## src/rtl/riscv_mem_pkg.sv

```systemverilog
// rtl/riscv_mem_pkg.sv - shared memory-bus size codes, arbiter states and region limit
package riscv_mem_pkg;

    localparam logic [1:0] SZ_READ = 2'b00;
    localparam logic [1:0] SZ_BYTE = 2'b01;
    localparam logic [1:0] SZ_HALF = 2'b10;
    localparam logic [1:0] SZ_WORD = 2'b11;

    localparam logic [31:0] RAM_LIMIT_DEFAULT = 32'h0002_0000;

    typedef enum logic [2:0] {
        ST_IDLE,
        ST_READ_WAIT,
        ST_WRITE_WAIT,
        ST_VGA_WRITE,
        ST_RESP
    } arb_state_t;

endpackage

```

## src/rtl/mem_bus_arbiter_if.sv

```systemverilog
// rtl/mem_bus_arbiter_if.sv - requester-side bus of the memory arbiter (cpu and dbg ports)
interface mem_bus_arbiter_if #(
    parameter int WORD_SIZE = 32
);
    logic                 cpu_req,    dbg_req;
    logic [1:0]           cpu_size,   dbg_size;
    logic [31:0]          cpu_addr,   dbg_addr;
    logic [WORD_SIZE-1:0] cpu_wdata,  dbg_wdata;
    logic                 cpu_gnt,    dbg_gnt;
    logic                 cpu_rvalid, dbg_rvalid;
    logic                 cpu_err,    dbg_err;
    logic [WORD_SIZE-1:0] rdata;

    modport master (
        output cpu_req, cpu_size, cpu_addr, cpu_wdata,
        output dbg_req, dbg_size, dbg_addr, dbg_wdata,
        input  cpu_gnt, dbg_gnt, cpu_rvalid, dbg_rvalid, cpu_err, dbg_err, rdata
    );

    modport slave (
        input  cpu_req, cpu_size, cpu_addr, cpu_wdata,
        input  dbg_req, dbg_size, dbg_addr, dbg_wdata,
        output cpu_gnt, dbg_gnt, cpu_rvalid, dbg_rvalid, cpu_err, dbg_err, rdata
    );
endinterface

```

## src/rtl/mem_region_decode.sv

```systemverilog
// rtl/mem_region_decode.sv - combinational RAM/VGA region and alignment decode
module mem_region_decode
    import riscv_mem_pkg::*;
#(
    parameter logic [31:0] RAM_LIMIT = RAM_LIMIT_DEFAULT
) (
    input  logic [31:0] addr,
    input  logic [1:0]  size,
    output logic        is_ram,
    output logic        is_vga,
    output logic        misaligned,
    output logic        read_illegal
);
    assign is_ram       = (addr < RAM_LIMIT);
    assign is_vga       = ~is_ram;
    assign misaligned   = ((size == SZ_HALF) && addr[0]) ||
                          ((size == SZ_WORD) && (addr[1:0] != 2'b00));
    assign read_illegal = (size == SZ_READ) && is_vga;
endmodule

```

## src/rtl/mem_bus_arbiter.sv

```systemverilog
// rtl/mem_bus_arbiter.sv - round-robin cpu/dbg arbiter sequencing RAM reads/writes and VGA writes
module mem_bus_arbiter
    import riscv_mem_pkg::*;
#(
    parameter int          WORD_SIZE    = 32,
    parameter logic [31:0] RAM_LIMIT    = RAM_LIMIT_DEFAULT,
    parameter int          READ_LATENCY = 2,
    parameter int          WR_TIMEOUT   = 255
) (
    input  logic                 clk,
    input  logic                 rst,
    mem_bus_arbiter_if.slave     bus,
    output logic [31:0]          mem_address,
    output logic [1:0]           mem_write_mode,
    output logic [7:0]           mem_write_byte,
    output logic [15:0]          mem_write_half_word,
    output logic [WORD_SIZE-1:0] mem_write_word,
    input  logic [WORD_SIZE-1:0] mem_word_output,
    input  logic                 mem_done,
    input  logic                 mem_error,
    output logic                 vga_write_en,
    output logic [12:0]          vga_write_address,
    output logic [WORD_SIZE-1:0] vga_input_data
);
    localparam logic [7:0] RD_LAST = 8'(READ_LATENCY - 1);
    localparam logic [7:0] WR_LAST = 8'(WR_TIMEOUT - 1);

    arb_state_t           state_q, next_state;
    logic                 last_dbg_q, owner_dbg_q, err_q;
    logic [7:0]           cnt_q;
    logic [WORD_SIZE-1:0] rdata_q;

    logic                 pick_dbg, take;
    logic [1:0]           sel_size;
    logic [31:0]          sel_addr;
    logic [WORD_SIZE-1:0] sel_wdata;
    logic                 is_ram, is_vga, misaligned, read_illegal;

    // dbg wins only when it is alone or cpu was served last
    assign pick_dbg  = bus.dbg_req && (!bus.cpu_req || !last_dbg_q);
    assign sel_size  = pick_dbg ? bus.dbg_size  : bus.cpu_size;
    assign sel_addr  = pick_dbg ? bus.dbg_addr  : bus.cpu_addr;
    assign sel_wdata = pick_dbg ? bus.dbg_wdata : bus.cpu_wdata;

    mem_region_decode #(.RAM_LIMIT(RAM_LIMIT)) u_decode (
        .addr         (sel_addr),
        .size         (sel_size),
        .is_ram       (is_ram),
        .is_vga       (is_vga),
        .misaligned   (misaligned),
        .read_illegal (read_illegal)
    );

    always_comb begin
        next_state  = state_q;
        take        = 1'b0;
        bus.cpu_gnt = 1'b0;
        bus.dbg_gnt = 1'b0;
        case (state_q)
            ST_IDLE: begin
                if (bus.cpu_req || bus.dbg_req) begin
                    take        = 1'b1;
                    bus.cpu_gnt = ~pick_dbg;
                    bus.dbg_gnt = pick_dbg;
                    if (misaligned || read_illegal)            next_state = ST_RESP;
                    else if ((sel_size == SZ_READ) && is_ram)  next_state = ST_READ_WAIT;
                    else if (is_vga)                           next_state = ST_VGA_WRITE;
                    else                                       next_state = ST_WRITE_WAIT;
                end
            end
            ST_READ_WAIT:  if (cnt_q == RD_LAST) next_state = ST_RESP;
            ST_WRITE_WAIT: if (mem_done || mem_error || (cnt_q == WR_LAST)) next_state = ST_RESP;
            ST_VGA_WRITE:  next_state = ST_RESP;
            ST_RESP:       next_state = ST_IDLE;
            default:       next_state = ST_IDLE;
        endcase
    end

    assign bus.cpu_rvalid = (state_q == ST_RESP) && !owner_dbg_q;
    assign bus.dbg_rvalid = (state_q == ST_RESP) &&  owner_dbg_q;
    assign bus.cpu_err    = bus.cpu_rvalid && err_q;
    assign bus.dbg_err    = bus.dbg_rvalid && err_q;
    assign bus.rdata      = (state_q == ST_RESP) ? rdata_q : '0;

    always_ff @(posedge clk) begin
        if (rst) begin
            state_q             <= ST_IDLE;
            last_dbg_q          <= 1'b1;
            owner_dbg_q         <= 1'b0;
            err_q               <= 1'b0;
            cnt_q               <= '0;
            rdata_q             <= '0;
            mem_address         <= '0;
            mem_write_mode      <= SZ_READ;
            mem_write_byte      <= '0;
            mem_write_half_word <= '0;
            mem_write_word      <= '0;
            vga_write_en        <= 1'b0;
            vga_write_address   <= '0;
            vga_input_data      <= '0;
        end else begin
            state_q <= next_state;
            case (state_q)
                ST_IDLE: if (take) begin
                    owner_dbg_q <= pick_dbg;
                    last_dbg_q  <= pick_dbg;
                    cnt_q       <= '0;
                    rdata_q     <= '0;
                    err_q       <= misaligned || read_illegal;
                    if (next_state == ST_READ_WAIT) begin
                        mem_address <= sel_addr;
                    end else if (next_state == ST_WRITE_WAIT) begin
                        mem_address         <= sel_addr;
                        mem_write_mode      <= sel_size;
                        mem_write_byte      <= sel_wdata[7:0];
                        mem_write_half_word <= sel_wdata[15:0];
                        mem_write_word      <= sel_wdata;
                    end else if (next_state == ST_VGA_WRITE) begin
                        vga_write_en      <= 1'b1;
                        vga_write_address <= sel_addr[12:0];
                        vga_input_data    <= sel_wdata;
                    end
                end
                ST_READ_WAIT: begin
                    if (cnt_q != 8'hFF) cnt_q <= cnt_q + 8'd1;
                    if (next_state == ST_RESP) rdata_q <= mem_word_output;
                end
                ST_WRITE_WAIT: begin
                    if (cnt_q != 8'hFF) cnt_q <= cnt_q + 8'd1;
                    // error beats done; leaving with neither raised is the timeout
                    if (next_state == ST_RESP) begin
                        mem_write_mode <= SZ_READ;
                        err_q          <= mem_error || !mem_done;
                    end
                end
                ST_VGA_WRITE: vga_write_en <= 1'b0;
                default: ;
            endcase
        end
    end
endmodule

```

## src/flat_wrapper.sv

```systemverilog
// flat-port wrapper written by rule: the top's interface ports become plain ports
module mem_bus_arbiter_flat import riscv_mem_pkg::*;
#(
    parameter int          WORD_SIZE    = 32,
    parameter logic [31:0] RAM_LIMIT    = RAM_LIMIT_DEFAULT,
    parameter int          READ_LATENCY = 2,
    parameter int          WR_TIMEOUT   = 255
)
  (clk, rst, mem_address, mem_write_mode, mem_write_byte, mem_write_half_word, mem_write_word, mem_word_output, mem_done, mem_error, vga_write_en, vga_write_address, vga_input_data, bus_cpu_req, bus_cpu_size, bus_cpu_addr, bus_cpu_wdata, bus_dbg_req, bus_dbg_size, bus_dbg_addr, bus_dbg_wdata, bus_cpu_gnt, bus_dbg_gnt, bus_cpu_rvalid, bus_dbg_rvalid, bus_cpu_err, bus_dbg_err, bus_rdata);
  mem_bus_arbiter_if #(.WORD_SIZE(WORD_SIZE)) bus_i ();
  input  logic clk;
  input  logic rst;
  output logic [31:0] mem_address;
  output logic [1:0] mem_write_mode;
  output logic [7:0] mem_write_byte;
  output logic [15:0] mem_write_half_word;
  output logic [WORD_SIZE-1:0] mem_write_word;
  input  logic [WORD_SIZE-1:0] mem_word_output;
  input  logic mem_done;
  input  logic mem_error;
  output logic vga_write_en;
  output logic [12:0] vga_write_address;
  output logic [WORD_SIZE-1:0] vga_input_data;
  input wire logic [$bits(bus_i.cpu_req)-1:0] bus_cpu_req;
  input wire logic [$bits(bus_i.cpu_size)-1:0] bus_cpu_size;
  input wire logic [$bits(bus_i.cpu_addr)-1:0] bus_cpu_addr;
  input wire logic [$bits(bus_i.cpu_wdata)-1:0] bus_cpu_wdata;
  input wire logic [$bits(bus_i.dbg_req)-1:0] bus_dbg_req;
  input wire logic [$bits(bus_i.dbg_size)-1:0] bus_dbg_size;
  input wire logic [$bits(bus_i.dbg_addr)-1:0] bus_dbg_addr;
  input wire logic [$bits(bus_i.dbg_wdata)-1:0] bus_dbg_wdata;
  output wire logic [$bits(bus_i.cpu_gnt)-1:0] bus_cpu_gnt;
  output wire logic [$bits(bus_i.dbg_gnt)-1:0] bus_dbg_gnt;
  output wire logic [$bits(bus_i.cpu_rvalid)-1:0] bus_cpu_rvalid;
  output wire logic [$bits(bus_i.dbg_rvalid)-1:0] bus_dbg_rvalid;
  output wire logic [$bits(bus_i.cpu_err)-1:0] bus_cpu_err;
  output wire logic [$bits(bus_i.dbg_err)-1:0] bus_dbg_err;
  output wire logic [$bits(bus_i.rdata)-1:0] bus_rdata;
  assign bus_i.cpu_req = bus_cpu_req;
  assign bus_i.cpu_size = bus_cpu_size;
  assign bus_i.cpu_addr = bus_cpu_addr;
  assign bus_i.cpu_wdata = bus_cpu_wdata;
  assign bus_i.dbg_req = bus_dbg_req;
  assign bus_i.dbg_size = bus_dbg_size;
  assign bus_i.dbg_addr = bus_dbg_addr;
  assign bus_i.dbg_wdata = bus_dbg_wdata;
  assign bus_cpu_gnt = bus_i.cpu_gnt;
  assign bus_dbg_gnt = bus_i.dbg_gnt;
  assign bus_cpu_rvalid = bus_i.cpu_rvalid;
  assign bus_dbg_rvalid = bus_i.dbg_rvalid;
  assign bus_cpu_err = bus_i.cpu_err;
  assign bus_dbg_err = bus_i.dbg_err;
  assign bus_rdata = bus_i.rdata;
  mem_bus_arbiter #(.WORD_SIZE(WORD_SIZE), .RAM_LIMIT(RAM_LIMIT), .READ_LATENCY(READ_LATENCY), .WR_TIMEOUT(WR_TIMEOUT)) u_core (.clk(clk), .rst(rst), .bus(bus_i), .mem_address(mem_address), .mem_write_mode(mem_write_mode), .mem_write_byte(mem_write_byte), .mem_write_half_word(mem_write_half_word), .mem_write_word(mem_write_word), .mem_word_output(mem_word_output), .mem_done(mem_done), .mem_error(mem_error), .vga_write_en(vga_write_en), .vga_write_address(vga_write_address), .vga_input_data(vga_input_data));
endmodule
```

## config.mk

```make
export PLATFORM = sky130hd
export DESIGN_NAME = mem_bus_arbiter_flat
export DESIGN_NICKNAME = d
export VERILOG_FILES = /design/src/rtl/riscv_mem_pkg.sv /design/src/rtl/mem_bus_arbiter_if.sv /design/src/rtl/mem_region_decode.sv /design/src/rtl/mem_bus_arbiter.sv /design/src/flat_wrapper.sv
export SDC_FILE = /design/constraint.sdc
export NUM_CORES = 1
export LEC_CHECK = 0
export CAP_MARGIN = 25
export CORE_MARGIN = 4
export CORE_UTILIZATION = 43
export CTS_CLUSTER_DIAMETER = 60
export DETAILED_ROUTE_END_ITERATION = 8
export HOLD_SLACK_MARGIN = 0.08
export PLACE_DENSITY = 0.85
export SYNTH_ARGS = -nofsm -noshare
export SYNTH_HDL_FRONTEND = slang
export SYNTH_HIERARCHICAL = 1
export SYNTH_SLANG_ARGS = --single-unit
```

## constraint.sdc

```tcl
create_clock -name clk -period 5.1 [get_ports clk]
set_input_delay 1.02 -clock clk [delete_from_list [all_inputs] [get_ports clk]]
set_output_delay 1.02 -clock clk [all_outputs]
set_load 0.01 [all_outputs]
```

==> After elaboration in Yosys (flattened, before gate mapping) <==
Index checks and enable logic that the tools add are counted.
{ "totals": {"reg_bits": 182, "output_inout_bits": 174, "elab_cells": 117, "inputBits": 170} }
{ "classes": {"n_lt_le_gt_ge": 1, "reduce_logical": 38, "n_addsub": 1, "bitwise": 4, "muxes": 38, "eq_ne": 21} }
{ "ops": {"columns": ["operator", "count"], "rows": [
  ["$mux 32", 7],
  ["$pmux 32 s2", 1],
  ["$lt 32x18->1 const B", 1],
  ["$mux 8", 2],
  ["$pmux 8 s2", 1],
  ["$mux 3", 5],
  ["$reduce_and 5->1", 3],
  ["$mux 1", 13],
  ["$eq 3x2->1 const B", 4],
  ["$ne 2x1->1 const B", 6],
  ["$pmux 3 s4", 1],
  ["$reduce_and 3->1", 4],
  ["$reduce_bool 2->1", 6],
  ["$mux 2", 5],
  ["$logic_and 1x1->1", 9],
  ["$add 8x1->8 const B", 1],
  ["$eq 8x1->1 const B", 1],
  ["$eq 8x8->1 const B", 1],
  ["$ne 8x8->1 const B", 1],
  ["$logic_or 1x1->1", 7],
  ["$eq 3x1->1 const B", 2],
  ["$eq 3x3->1 const B", 2],
  ["$eq 2x2->1 const B", 2],
  ["$logic_not 1->1", 4],
  ["other kinds (9)", 14]
]} }

==> Logic depth before layout (Yosys ltp) <==
{ "depth": {"ltp_word": 17, "mapped_depth": 14} }

==> By module <==
Netlist, hierarchy kept.
{ "modules_own_cells": {"columns": ["mod", "instances", "area_per_inst_um2", "seq_area_each_um2", "cells_per_inst"], "rows": [
  ["mem_bus_arbiter", 1, 7930.1, 3163.0, 967],
  ["mem_region_decode", 1, 83.8, 0.0, 10]
]} }

==> Least setup slack after synthesis <==
Ideal clock, no wire load.
{ "synth_timing": {"path_type": "input port to flip-flop", "startpoint": "input port bus_dbg_req", "endpoint": "register u_core.vga_input_data[14]", "t_arrival_ns": 4.217, "path_stages": 14, "path_buffers": 4, "required_ns": 4.979, "setup_slack_ns": 0.762, "cell_sequence": "a21bo_2 > clkbuf_1 > clkbuf_1 > nand2_1 > nand2_1 > nor4_2 > a41oi_1 > or2_1 > buf_2 > nor4b_2 > a22oi_1 > nor4_4 > buf_8 > mux2_4"} }
{ "synth_between": {"elab_chain_cells": 12, "word_cells_on_any_way": 30, "classes_between": "order compare (1); eq/ne (5); mux (10); bitwise (3); reduce/logical (11)"} }
{ "synth_lines": {"columns": ["item", "line", "source"], "rows": [
  ["start, declared", "flat_wrapper.sv:28", "input wire logic [$bits(bus_i.dbg_req)-1:0] bus_dbg_req;"],
  ["$logic_and 1x1->1 (*)", "mem_bus_arbiter.sv:40", "assign pick_dbg = bus.dbg_req && (!bus.cpu_req || !last_dbg_q);"],
  ["$mux 32 (*)", "mem_bus_arbiter.sv:42", "assign sel_addr = pick_dbg ? bus.dbg_addr : bus.cpu_addr;"],
  ["named net u_core.sel_addr[26]", "mem_bus_arbiter.sv:35", "logic [31:0] sel_addr;"],
  ["$lt 32x18->1 (*)", "mem_region_decode.sv:14", "assign is_ram = (addr < RAM_LIMIT);"],
  ["$not 1->1 (*)", "mem_region_decode.sv:15", "assign is_vga = ~is_ram;"],
  ["$logic_and 1x1->1 (*)", "mem_region_decode.sv:18", "assign read_illegal = (size == SZ_READ) && is_vga;"],
  ["named net u_core.read_illegal", "mem_bus_arbiter.sv:37", "logic is_ram, is_vga, misaligned, read_illegal;"],
  ["$logic_or 1x1->1 (*)", "mem_bus_arbiter.sv:65", "if (misaligned || read_illegal) next_state = ST_RESP;"],
  ["$mux 3 (*)", "mem_bus_arbiter.sv:65", null],
  ["$mux 3 (*)", "mem_bus_arbiter.sv:61", "if (bus.cpu_req || bus.dbg_req) begin"],
  ["$pmux 3 s4 (*)", "mem_bus_arbiter.sv:59", "case (state_q)"],
  ["$eq 3x1->1 or $eq 3x2->1 (tied branches)", "mem_bus_arbiter.sv:110, mem_bus_arbiter.sv:112", null],
  ["$not 1->1 (no line)", null, null],
  ["$reduce_and 5->1 (no line) (*)", null, null],
  ["end signal, assigned", "mem_bus_arbiter.sv:121", "vga_input_data <= sel_wdata;"],
  ["end, declared", "mem_bus_arbiter.sv:23", "output logic [WORD_SIZE-1:0] vga_input_data"]
]} }
Mark *: on every way through the listed nets, which the timed path passes. The rest lies on a longest branch.
A chain may end at the register's enable or synchronous reset.

==> Worst setup path in the final report <==
{ "layout_timing": {"startpoint": "input port bus_dbg_req", "endpoint": "register u_core.vga_input_data[8]"} }
The elaborated chain is that of the path after synthesis.

==> metrics.txt <==
count of cells resized by post-cts repair=0; # Post-CTS Setup Buffers=0; critical path data required time=around 5400 ps; Tmin final=4440 ps; synthesized instance count=just under 1000; total count of max-transition violations in the final report=0; number of antenna violations at the first check in global routing=0; critical path arrival=between 4000 and 5000 ps; final period utilization=between 80% and 90%; Final Non-Filler Cells=approximately 1500; Area growth, synth to finish=50.2%; final count of hold timing violations=0; I/O Buffers=~340; die span in x=about 140 um; Pleak=4.91 nW; clock latency on the worst-skew pair=roughly 420 ps; placed cell count=roughly 1500; nets@finish=roughly 1400; Max Buffers Root-to-Sink=2; headroom to the max-slew limit=between 30% and 40%; TritonCTS sink count=~160; via count=7664; initial DRC count=456; DRC violation count after routing=0; Antenna Cells=0; HPWL reported at the end of detailed placement=slightly below 20000 um; H-Tree Depth=4; crit-path cells=clkdlybuf4s50_1, a21bo_2, nand2_1, nand2_1, nor4_2, a41oi_1, or2_1, nor4b_2, a22oi_1, nor4_4, buf_12, mux2_2; core area=roughly 18000 sq um; quantity of hold-fixing buffers added after cts=0; post-synthesis average cell area=around 8.3 sq um; most used cell along the critical path=sky130_fd_sc_hd__nand2_1; nature of the critical path startpoint=primary input; total negative slack for setup checks=0 ps; unrepaired setup endpoints after global routing=false; cell depth of the worst min-delay path=2; GRT Util Overall=around a quarter; Via-to-Cell Ratio=5.14; Clock transition at path regs=roughly 70 ps; wire per inst=around 18 um; power density of the placed cells=about 330 nW/um^2; critical path depth=12; Worst Clk Skew=approximately 9.4 ps; 1st-pass router iterations=6; fraction of layout cells with a size suffix above 1=9.59%; effective utilization at floorplan=44.1%; Die ar.=between 20000 and 25000 sq um; Clock Tree Root=sky130_fd_sc_hd__clkbuf_16; maximum frequency from static timing analysis=~0.23 GHz; startpoint-to-endpoint class of the critical path=in2reg; Worst Tran Pin Value=between 1000 and 1500 ps; pin count of the biggest net entering global routing=87; Vert. Die Dim=between 100 and 150 um; total nets after synthesis=1139; critical path's top delay family=simple AND/OR/NAND/NOR gates; Max IR drop VDD=238 uV; Total Wirelength=around 26000 um; Inserted Clock Buffers=17; clock tree from TritonCTS=done; synth warn=6; first-pass GRT wire length=between 30000 and 40000 um; longest individual stage delay on the worst path=approximately 520 ps; run status=complete, no violations; Post-Syn Area=~8000 sq um; final estimated routing congestion in global placement=approximately 0.93; total buffers and inverters traversed by the critical path=2; path category of the worst min-delay check=reg2reg; post-detailed-route count of antenna-violating nets=0; final count of negative-setup-slack endpoints=0; top-level port count=344; critical path endpoint category=flop; standard cell with the maximum stage delay on the critical path=sky130_fd_sc_hd__clkdlybuf4s50_1; vias in the first global route=about 7600; largest fanout of any net on the critical path=38; row cnt=between 40 and 50; Congestion Overflow GR=0; cell depth of the worst flop-to-flop path=11; end-of-flow core utilization=around 66%; number of max-capacitance violations reported=0
-- through the flow --
step / hold WS [ps] / setup slack (ps) / total power, mW / cell area [sq um]
2_1_floorplan: 452 / 762 / 2.14 / 7970
3_3_place_gp: 444 / 483 / 2.61 / 11300
3_5_place_dp: 450 / 314 / 2.63 / 11300
4_1_cts: 461 / 654 / 4.03 / 12000
5_1_grt: 477 / 393 / 4.18 / 12000
6_report: 458 / 663 / 4.00 / 12000
-- state kept, by name (all words and copies together), names as in the netlist, 2 cells and up --
name and count:
u_core/state_q 3, u_core/rdata_q 32, u_core/mem_address 32, u_core/cnt_q 8
u_core/mem_write_mode 2, u_core/mem_write_byte 7, u_core/mem_write_word 17, u_core/vga_input_data 32
u_core/mem_write_half_word 8, u_core/vga_write_address 13
-- final timing paths --
| path | from | end | slack [ps] |
|---|---|---|---|
| setup reg to reg | u_core/last_dbg_q | u_core/vga_input_data[8] | 1460 |
| setup / recovery | bus_dbg_req | u_core/vga_input_data[8] | 660 |
| hold reg to reg | u_core/mem_write_word[28] | u_core/mem_write_word[28] | 460 |
| hold / removal | u_core/mem_write_word[28] | u_core/mem_write_word[28] | 460 |
-- routing by layer --
layer | share of wire, % | vias to the layer above | global-route usage [%]
met5 | 0 | - | 0
met4 | 3.2 | 0 | 10.2
met3 | 9.1 | 53 | 7.41
met1 | 38 | 3560 | 27.4
li1 | - | 3719 | -
met2 | 50 | 332 | 42.0
-- worst register-to-register path: stages, from the launching register on --
cell	delay, ps
sky130_fd_sc_hd__dfxtp_1	350
sky130_fd_sc_hd__a21bo_2	370
sky130_fd_sc_hd__nand2_1	160
sky130_fd_sc_hd__nand2_1	90
sky130_fd_sc_hd__nor4_2	410
sky130_fd_sc_hd__a41oi_1	210
sky130_fd_sc_hd__or2_1	380
sky130_fd_sc_hd__nor4b_2	310
sky130_fd_sc_hd__a22oi_1	240
sky130_fd_sc_hd__nor4_4	270
sky130_fd_sc_hd__buf_12	300
sky130_fd_sc_hd__mux2_2	430
-- layout make-up --
| class | instances | area [sq um] |
|---|---|---|
| multi-input combinational | 707 | 4290 |
| sequential | 158 | 3160 |
| clock buffer | 18 | 439 |
| inverter | 7 | 26.3 |
| timing repair buffer | 358 | 3560 |
| tap | 229 | 287 |
| clock inverter | 14 | 206 |
| fill | 1491 | 6110 |
-- power breakdown --
part / switching [mW] / internal (mW) / total, mW
Clock: 0.547 / 0.844 / 1.39
Sequential: 0.0699 / 1.35 / 1.42
Combinational: 0.595 / 0.594 / 1.19
Total: 1.21 / 2.78 / 4.00
-- cells in the final DEF (no fill, tap or decap), types with 2 or more instances in the layout --
master and instances:
sky130_fd_sc_hd__a211oi_1 2, sky130_fd_sc_hd__nand3_1 8, sky130_fd_sc_hd__nand4_1 2, sky130_fd_sc_hd__a31oi_1 3, sky130_fd_sc_hd__inv_1 6, sky130_fd_sc_hd__ha_1 3
sky130_fd_sc_hd__clkdlybuf4s50_1 342, sky130_fd_sc_hd__clkinv_4 3, sky130_fd_sc_hd__and3_1 35, sky130_fd_sc_hd__buf_4 15, sky130_fd_sc_hd__o21ai_0 37, sky130_fd_sc_hd__inv_6 2
sky130_fd_sc_hd__inv_8 2, sky130_fd_sc_hd__nor2_1 48, sky130_fd_sc_hd__mux2i_1 55, sky130_fd_sc_hd__and2_1 32, sky130_fd_sc_hd__mux2_2 20, sky130_fd_sc_hd__nor3b_1 3
sky130_fd_sc_hd__mux2_4 39, sky130_fd_sc_hd__a2111oi_0 2, sky130_fd_sc_hd__nor4_2 4, sky130_fd_sc_hd__bufinv_16 4, sky130_fd_sc_hd__nand2_1 269, sky130_fd_sc_hd__dfxtp_1 158
sky130_fd_sc_hd__clkinvlp_4 2, sky130_fd_sc_hd__clkbuf_16 17, sky130_fd_sc_hd__a21oi_1 53, sky130_fd_sc_hd__nor3_1 5, sky130_fd_sc_hd__nor2b_1 60, sky130_fd_sc_hd__xnor2_1 4
(Power assumes the default switching activity.)
